## src/rtl/select_encode_reg.sv

```systemverilog
// rtl/select_encode_reg.sv - registered IR field decoder producing one-hot register enables
module select_encode_reg #(
    parameter int NUM_REGS = 16,
    parameter int SEL_W    = $clog2(NUM_REGS),
    parameter int DATA_W   = 32,
    parameter int RA_LSB   = 23,
    parameter int RB_LSB   = 19,
    parameter int RC_LSB   = 15,
    parameter int IMM_W    = 19,
    parameter bit HOLD_SEL = 1'b1
) (
    input  logic                clock,
    input  logic                clear,
    input  logic                IRin,
    input  logic [DATA_W-1:0]   bus_in,
    input  logic                Gra,
    input  logic                Grb,
    input  logic                Grc,
    input  logic                Rin,
    input  logic                Rout,
    input  logic                BAout,
    output logic [DATA_W-1:0]   ir,
    output logic [DATA_W-1:0]   C_sign_extended,
    output logic [NUM_REGS-1:0] reg_in,
    output logic [NUM_REGS-1:0] reg_out,
    output logic                zero_out,
    output logic [SEL_W-1:0]    sel_idx,
    output logic                sel_err
);

    logic [DATA_W-1:0]   r_ir;
    logic [NUM_REGS-1:0] r_reg_in;
    logic [NUM_REGS-1:0] r_reg_out;
    logic                r_zero_out;
    logic [SEL_W-1:0]    r_sel_idx;
    logic                r_sel_err;

    logic                w_any_gr;
    logic                w_multi_gr;
    logic                w_valid;
    logic [SEL_W-1:0]    w_idx;
    logic [NUM_REGS-1:0] w_reg_in_nxt;
    logic [NUM_REGS-1:0] w_reg_out_nxt;
    logic                w_zero_out_nxt;

    assign w_any_gr   = Gra | Grb | Grc;
    assign w_multi_gr = (Gra & Grb) | (Gra & Grc) | (Grb & Grc);
    assign w_valid    = w_any_gr | HOLD_SEL;

    // Fields come from the IR as it stands before this edge, so an IRin in
    // the same cycle does not affect the selection.
    always_comb begin
        w_idx = r_sel_idx;
        if (Gra)
            w_idx = r_ir[RA_LSB +: SEL_W];
        else if (Grb)
            w_idx = r_ir[RB_LSB +: SEL_W];
        else if (Grc)
            w_idx = r_ir[RC_LSB +: SEL_W];
    end

    // BAout on register 0 reads as a zero constant rather than the register.
    always_comb begin
        w_reg_in_nxt   = '0;
        w_reg_out_nxt  = '0;
        w_zero_out_nxt = 1'b0;
        if (w_valid) begin
            w_reg_in_nxt[w_idx] = Rin;
            if (w_idx == '0 && BAout && !Rout)
                w_zero_out_nxt = 1'b1;
            else
                w_reg_out_nxt[w_idx] = Rout | BAout;
        end
    end

    always_ff @(posedge clock) begin
        if (clear) begin
            r_ir       <= '0;
            r_reg_in   <= '0;
            r_reg_out  <= '0;
            r_zero_out <= 1'b0;
            r_sel_idx  <= '0;
            r_sel_err  <= 1'b0;
        end else begin
            if (IRin)
                r_ir <= bus_in;
            r_reg_in   <= w_reg_in_nxt;
            r_reg_out  <= w_reg_out_nxt;
            r_zero_out <= w_zero_out_nxt;
            if (w_any_gr)
                r_sel_idx <= w_idx;
            if (w_multi_gr)
                r_sel_err <= 1'b1;
            else if (IRin)
                r_sel_err <= 1'b0;
        end
    end

    assign ir              = r_ir;
    assign C_sign_extended = {{(DATA_W-IMM_W){r_ir[IMM_W-1]}}, r_ir[IMM_W-1:0]};
    assign reg_in          = r_reg_in;
    assign reg_out         = r_reg_out;
    assign zero_out        = r_zero_out;
    assign sel_idx         = r_sel_idx;
    assign sel_err         = r_sel_err;

endmodule
```

## config.mk

```make
export PLATFORM = sky130hd
export DESIGN_NAME = select_encode_reg
export DESIGN_NICKNAME = d
export VERILOG_FILES = /design/src/rtl/select_encode_reg.sv
export SDC_FILE = /design/constraint.sdc
export NUM_CORES = 1
export LEC_CHECK = 0
export CORE_MARGIN = 8
export CORE_UTILIZATION = 25
export CTS_BUF_LIST = sky130_fd_sc_hd__clkbuf_4 sky130_fd_sc_hd__clkbuf_8
export CTS_CLUSTER_DIAMETER = 30
export DETAILED_ROUTE_END_ITERATION = 12
export GPL_TIMING_DRIVEN = 0
export HOLD_SLACK_MARGIN = 0.03
export PLACE_DENSITY = 0.56
export SLEW_MARGIN = 10
export SYNTH_ARGS = -nofsm -noshare
export SYNTH_HDL_FRONTEND = slang
export SYNTH_SLANG_ARGS = --single-unit
```

## constraint.sdc

```tcl
create_clock -name clock -period 1.7 [get_ports clock]
set_input_delay 0.17 -clock clock [delete_from_list [all_inputs] [get_ports clock]]
set_output_delay 0.17 -clock clock [all_outputs]
set_load 0.01 [all_outputs]
```

==> flow_summary.json <==
{
  "status": "completed",
  "required_ns": 1.53,
  "start_kind": "flop",
  "layout.nets": 469,
  "finalSetupTns_ns": 0,
  "wl_um": 8550,
  "holdCritStartpoint": "IRin",
  "leakage_nw": 1.85,
  "setup.worst_path.end_class": "output port",
  "netlist_top_cells_count": "70 x dfxtp_1, 69 x nor2_1, 35 x mux2i_1",
  "critical_path_buf_inv_count": 2,
  "placed_cell_area_sq_um": 4380,
  "start_util_pct": 25.8,
  "boundaryPins": 143,
  "timing.final.crit_share_pct": 95.6,
  "clkPwrFrac_pct": 38.9,
  "avgSynthCellArea_sq_um": 10.1,
  "r2r_slack_ns": 0.17,
  "r2r-end": "reg_in[4]",
  "pwr-share-comb_pct": 17.7,
  "gr-usage-all-layers_pct": 11.6,
  "drtIter0Drc": 67,
  "path_delay_family": "buffers and inverters",
  "fin_area_sq_um": 4640,
  "max_freq_mhz": 615,
  "grt_max_degree": 18,
  "synth_top_area_share_pct": 49.9,
  "crit_fanout": 17,
  "fp-row-count": 38,
  "finalHoldViolations": 0,
  "yosysWarnings": 0,
  "arrival_ns": 1.46,
  "antenna_found_initial": 0,
  "postCtsHoldBufs": 0,
  "post_cts_resized": 3,
  "ys_seq_area_share_pct": 49.9,
  "synth_fp_nets": 318,
  "yosysTopAreaCell": "dfxtp_1",
  "switching_share_pct": 23.9,
  "antenna_left": 0,
  "vdd_drop_max_v": 0.000435,
  "path_cells": "buf_4 > clkdlybuf4s50_1",
  "cts-root-buf": "clkbuf_8",
  "crit_path_top_delay_cell": "clkdlybuf4s50_1",
  "powerDensity_nw_per_um2": 873,
  "cts_buffers": 9,
  "post_cts_buffers": 0,
  "post-route-util_pct": 42.6,
  "antenna_cells": 0,
  "grt_pass1_vias": 2420,
  "clk_latency_ns": 0.33,
  "rsz0062_at_grt": "no",
  "area_delta_synth_final_pct": 65.2,
  "timing.hold.ws_ns": 0.254,
  "finalCriticalPeriod_ns": 1.63,
  "gp_congestion": 0.756,
  "p_sw_mw": 0.967,
  "worst_pin_slew_ns": 0.608,
  "postSynth.asyncResetShare_pct": 0,
  "drt_first_pass_iters": 4,
  "yosys_register_bits": 70,
  "yosysMostFrequentCell": "dfxtp_1",
  "die_w_um": 122,
  "portBuffers": 140,
  "hold_end": "ir[4]",
  "syn-cell-area_sq_um": 2810,
  "setup_viol": 0,
  "slew_violations": 0,
  "reg2regPathDepth": 4,
  "clkSinkCount": 70,
  "min_path_cells": 3,
  "die_area_sq_um": 14900,
  "synthTopCellsByArea": "dfxtp_1 50%, mux2i_1 12%, nor2_1 9.2%, buf_4 8.6%, mux2i_4 1.6%",
  "syn_inst": 277,
  "dp_hpwl_um": 6820,
  "dr_total_vias": 2331,
  "drc_errors": 0,
  "max-clock-path-buffers": 2,
  "clkTransAtPathRegs_ns": 0.08,
  "clock-skew-final_ns": 0.00566,
  "cts_tree": "yes",
  "worstReg2RegStart": "ir[16]",
  "grt_first_pass_wirelength_um": 13200,
  "slowest_delay_ns": 0.53,
  "finalPower_mw": 4.05,
  "grt.overflow.total": 0,
  "drv_cap": 0,
  "ys.flop_type": "dfxtp_1",
  "coreArea_sq_um": 10900,
  "yosysUniqueCellTypes": 35,
  "sequentialPowerShare_pct": 43.4,
  "synth-edff-count": 0,
  "p_int_mw": 3.08,
  "path_class": "reg -> out",
  "wl_per_cell_um": 14.9,
  "hold_class": "in -> reg",
  "relSlewSlack_pct": 59.1,
  "drive_above_1_share_pct": 18.0,
  "fp.dieH_um": 122,
  "h-tree-depth": 3,
  "via_per_inst": 4.07
}
## state kept, by name (all words and copies together) (netlist names)
name / flops
sel_err: 1
zero_out: 1
sel_idx: 4
reg_in: 16
reg_out: 16
ir: 32
## logic make-up (layout without fill, tap and decap cells)
family	count (synthesis)	after routing	share of synthesized area, %
DFF	70	70	49.9
AOI/OAI and AO/OA	20	20	4.41
adders and majority gates	1	1	0.357
muxes	43	43	16.9
buffers and inverters	47	203	11.4
and+or+nand+nor	96	96	17.0
## power groups by stage
stage	logic, mW	registers, mW	clock network (mW)
global route	0.772	1.77	1.71
detailed placement	0.721	1.80	0
CTS	0.726	1.76	1.63
global placement	0.716	1.79	0
floorplan	0.319	1.82	0
finish	0.715	1.76	1.58
## layout make-up
cell class / instances / area (sq um)
Fill cell: 1134 / 6250
Multi-Input combinational cell: 160 / 1100
Sequential cell: 70 / 1410
Clock inverter: 3 / 65.1
Tap cell: 140 / 175
Inverter: 2 / 7.51
Clock buffer: 13 / 173
Timing Repair Buffer: 140 / 1400
Buffer: 45 / 312
## worst max-delay path by stage
stage                start                  end  cells past startpoint
floorplan           ir[18]           reg_in[11]                      4
global placement       Gra          reg_out[11]                      6
CTS                 ir[17]               ir[17]                      2
global route        ir[18]  C_sign_extended[30]                      2
detailed placement     Gra          reg_out[11]                      6
finish              ir[18]  C_sign_extended[28]                      2
## layer usage
| layer | routed length [um] | vias up | share of wire, % | track usage [%] |
|---|---|---|---|---|
| li1 | - | 1191 | - | - |
| met1 | 3550 | 1051 | 41 | 13.1 |
| met2 | 4060 | 79 | 47 | 19.1 |
| met3 | 843 | 10 | 9.9 | 5.60 |
| met4 | 103 | 0 | 1.2 | 2.78 |
| met5 | 0 | - | 0 | 0 |
## per-stage QoR
step,worst slack [ns],instances
detailed placement,-0.565,557
global route,0.00844,573
CTS,0.0340,573
finish,0.0742,573
global placement,-0.526,557
floorplan,0.268,277
## worst reg2reg max path, delay by kind of cell, from the launching register on
| family | cells | cell delay [ns] |
|---|---|---|
| multiplexers | 1 | 0.14 |
| AND/OR/NAND/NOR | 2 | 0.34 |
| AO/OA/AOI/OAI | 1 | 0.51 |
| flip-flops | 1 | 0.41 |
## placed cells by master (no fill, tap or decap), drive strengths merged, types with 3 or more instances in the layout
master and n:
a211oi 5, nor4b 3, clkdlybuf4s50 140, clkbuf 17, buf 41, o21ai 8
a21oi 3, nor3 12, nor2 71, mux2 4, nor3b 3, mux2i 39
dfxtp 70
Note: power is estimated with default switching activity, not from simulation.
==> patch 1 (same flow settings) <==
Put a register stage on the output `C_sign_extended`. The value now appears one clock later. The other outputs are not delayed to match.
--- a/src/rtl/select_encode_reg.sv
+++ b/src/rtl/select_encode_reg.sv
@@ -98,5 +98,7 @@
 
     assign ir              = r_ir;
-    assign C_sign_extended = {{(DATA_W-IMM_W){r_ir[IMM_W-1]}}, r_ir[IMM_W-1:0]};
+    always_ff @(posedge clock) begin
+        C_sign_extended <= {{(DATA_W-IMM_W){r_ir[IMM_W-1]}}, r_ir[IMM_W-1:0]};
+    end
     assign reg_in          = r_reg_in;
     assign reg_out         = r_reg_out;
Formal check against the unedited RTL: not equivalent (Yosys sat finds a counterexample within 4 cycles, from zero or initial values).
==> patch 1 against the original RTL <==
  * Synthesized area grew 9.6%
  * Design area grew 5.6%
  * Non-clock buffer count is 18 lower
  * Sequential cell count rose by 19
  * Combinational power down 0.7%
  * Routed wire length increased by 3.5%
  * Clock power fell by 7%
  * Cell count rose by 1.6%
  * Power increased by 9.0%
  * Worst setup slack worse by 4.9 ps
  * Largest power group unchanged
==> patch 1: results (changes against the original RTL) <==
Drt
  – Met2 routed WL: 4260 µm (+5.0%)
  – Drt wl/cell: 15.2 µm (+1.9%)
  – Routed wl met3: 1030 µm (+22%)
  – DR iter-0 viols: 78 (+16%)

GRT
  – Met1 Usage GRT: 11.8% (-1.3 points)
  – Number of global-route vias before repair: 2,612 (+7.9%)
  – Met3 global-route usage: 6.79% (+1.2 points)
  – First-pass GRT wire length: 14,100 µm (+6.8%)
  – Met2 GRT Util: 18.4% (-0.77 points)

Synthesis
  – Distinct cell type count after synthesis: 36 (+2.9%)
  – Register area share after synthesis: 57.9% (+8.0 points)
  – Commonest cells post-synth: 89 x dfxtp_1, 54 x nor2_1, 37 x mux2i_1
  – Mux contribution to synthesized area: 13.5% (-3.4 points)
  – Post-Synth Adder-Cell Area: 0.325% (-0.031 points)
  – Post-synthesis compound-gate area fraction: 6.83% (+2.4 points)
  – Mapped Cells: 280 (+1.1%)

Run status
  – Outcome: finished clean

Layout
  – Sequential cell count: 89 (+27%)
  – Non-CTS buffers: 167 (-9.7%)
  – Share of cells above drive strength 1: 12.4% (-5.6 points)
  – Comb_multi_in: 161 (+0.63%)
  – Inverters: 3 (+1)
  – Nets@finish: 472 (+0.64%)
  – Seq/total area: 36.4% (+6.1 points)
  – Clock buf/inv share: 4.11% (-1.0 points)

STA
  – Min Hold Slack: 240 ps (-13.4 ps)

Setup path
  – Crit path from: Gra
  – Max FO, Critical Path: 10 (-7)
  – CP peak stage delay: 500 ps (-30 ps)
  – R2R setup slack: 130 ps (-40 ps)
  – R2r endpoint: reg_out[7]$_SDFF_PP0_
  – Crit path to: reg_out[7]$_SDFF_PP0_

CTS
  – Clk_lat worst skew: 360 ps (+30 ps)

Worst hold path
  – WHS Endpoint: ir[22]$_SDFFE_PP0P_

Pwr
  – Peak VDD IR: 0.382 mV (-12%)
  – P_sw: 1.12 mW (+16%)

Placement
  – Post-DP HPWL: 6980 µm (+2.4%)
  – Placed insts: 567 (+1.8%)
  – Placed instance area: 4660 µm² (+6.4%)
-- patch 1: changes by cell type in the layout (fill, tap and decap cells not counted), moves of 3 or more --
cell	before	now
o21bai_1	0	3
o21ai_1	7	2
dfxtp_1	69	88
a31oi_4	0	3
nor3_1	7	24
nor2_1	69	54
buf_4	32	14
-- patch 1: timing repair --
item / in CTS / in global routing
resized for setup: 3 / 5
setup buffers: 0 / 0
pin swaps: 0 / 0
setup endpoints to repair: 24 / 18
hold buffers: 0 / 0
-- patch 1: power groups by stage --
stage / Sequential, mW / Clock, mW / Combinational, mW
after global placement: 2.28 / 0 / 0.706
final: 2.23 / 1.47 / 0.710
after floorplan: 2.32 / 0 / 0.286
after global routing: 2.25 / 1.62 / 0.766
after detailed placement: 2.28 / 0 / 0.712
after CTS: 2.23 / 1.55 / 0.720
-- patch 1: per-stage QoR --
step	setup slack (ps)	util, %
floorplan	353	-
global placement	-438	38.8
detailed placement	-500	38.8
CTS	1.64	40.6
global route	1.29	40.8
finish	69.3	40.8
==> patch 2 (same settings) <==
Without the edit above. Set the parameter `HOLD_SEL` to 1'b0 (it was 1'b1).
--- a/src/rtl/select_encode_reg.sv
+++ b/src/rtl/select_encode_reg.sv
@@ -8,5 +8,5 @@
     parameter int RC_LSB   = 15,
     parameter int IMM_W    = 19,
-    parameter bit HOLD_SEL = 1'b1
+    parameter bit HOLD_SEL = 1'b0
 ) (
     input  logic                clock,
Formal check against the unedited RTL: not equivalent (a bounded check fails within 4 cycles, from zero or initial values).
==> patch 2 against the original RTL <==
  * Power decreased by 1.6%
  * Design area decreased by 1.9%
  * Synthesized area decreased by 3.9%
  * Critical path type is now flip-flop to flip-flop
  * Non-clock buffer count increased by 5
  * Largest power group unchanged
  * Sequential cell count unchanged
  * Routed wire length decreased by 4.1%
  * Hold slack got worse by 8.0 ps
  * Via count increased by 0.13%
  * First-iteration DRC count increased by 55%
  * Highest routed layer unchanged
  * Worst setup slack got worse by 2.5 ps
==> patch 2: results (changes against the original RTL) <==
Run status
  – Outcome: finished clean

CTS
  – Post CTS Setup Buffer Count: 1 (+1)
  – PostCTS Resize Cnt: 7 (+4)

Layout
  – Nets@finish: 466 (-0.64%)
  – Filler cell count in the final layout: 1,075 (-5.2%)

Synthesis
  – Commonest cells post-synth: 70 x dfxtp_1, 65 x nor2_1, 32 x buf_4, 32 x mux2i_1
  – Top cells by area, synth: dfxtp_1 52%, mux2i_1 12%, nor2_1 9.0%, buf_4 8.9%, nand3_1 1.7%
  – Syn_nets: 311 (-2.2%)
  – Distinct cell type count after synthesis: 27 (-23%)
  – Mapped Cells: 270 (-2.5%)
  – Register area share after synthesis: 51.9% (+2.0 points)

STA
  – Worst slew pin tran: 506 ps (-102 ps)
  – Final Skew: 9.11 ps (+3.44 ps)

GRT
  – Met1 Usage GRT: 12.0% (-1.1 points)
  – Aggregate global-route resource usage: 11.4% (-0.19 points)
  – Met2 GRT Util: 18.2% (-0.90 points)
  – Met3 global-route usage: 7.56% (+2.0 points)
  – Largest net degree at the start of global routing: 19 (+1)
  – Number of global-route vias before repair: 2,391 (-1.2%)
  – First-pass GRT wire length: 12,900 µm (-2.7%)

Drt
  – Routed wl met3: 1000 µm (+19%)
  – Met2 routed WL: 3910 µm (-3.6%)
  – DR iter-0 viols: 104 (+55%)
  – Via count: 2,334 (+0.13%)
  – Met1 WL: 3220 µm (-9.3%)
  – Final WL: 8200 µm (-4.1%)
  – Drt wl/cell: 14.4 µm (-3.6%)

Placement
  – Post-DP HPWL: 6370 µm (-6.5%)
  – RePlAce Congestion: 0.679 (-10%)
  – Placed instance area: 4280 µm² (-2.5%)
  – Placed insts: 550 (-1.3%)

Pwr
  – Leakage: 1.90 nW (+2.3%)
  – Peak VDD IR: 0.327 mV (-25%)

Setup path
  – Crit path DAT: 1920 ps (+460 ps)
  – Critical R2R Launch: ir[18]$_SDFFE_PP0P_
  – Crit path kind: flip-flop to flip-flop
-- patch 2: through the flow --
stage | setup slack [ps] | TNS (ps)
3_3_place_gp | -422 | -16340
6_report | 71.7 | 0
3_5_place_dp | -469 | -17740
2_1_floorplan | 48.4 | 0
5_1_grt | 2.13 | 0
4_1_cts | -2.15 | -2.15
-- patch 2: cell type report --
| class | count | area [µm²] | area share (%) |
|---|---|---|---|
| Timing Repair Buffer | 144 | 1400 | 30.7 |
| Tap cell | 140 | 175 | 3.85 |
| Inverter | 1 | 3.75 | 0.0825 |
| Clock buffer | 9 | 124 | 2.72 |
| Sequential cell | 70 | 1410 | 30.9 |
| Clock inverter | 7 | 105 | 2.31 |
| Buffer | 46 | 317 | 6.96 |
| Multi-Input combinational cell | 153 | 1020 | 22.5 |
-- patch 2: critical path, cell delays in order (launching register included) --
cell and delay, ps:
dfxtp_4 410, mux2_4 270, a221o_1 400, or2_0 260, buf_6 150, nor2_2 90
-- patch 2: kinds of logic (layout without fill, tap and decap cells) --
family	after synthesis	count (layout)	share of synthesized area (%)
AO/OA/AOI/OAI	11	11	4.08
multiplexers	36	36	13.7
flip-flops	70	70	51.9
adder cells (fa/ha/maj)	1	1	0.371
AND/OR/NAND/NOR	105	105	18.1
buffers and inverters	47	207	11.9
-- patch 2: path summary, 6_finish.rpt --
path,slack [ps],cells after the start,endpoint
worst min register to register,500,2,ir[27]$_SDFFE_PP0P_
worst max-delay path,70,5,reg_out[2]$_SDFF_PP0_
worst min-delay path,250,3,ir[0]$_SDFFE_PP0P_
worst max register to register,70,5,reg_out[2]$_SDFF_PP0_
-- patch 2: power breakdown --
group	switching (mW)	internal, mW
Combinational	0.280	0.407
Sequential	0.0525	1.70
Clock	0.695	0.849
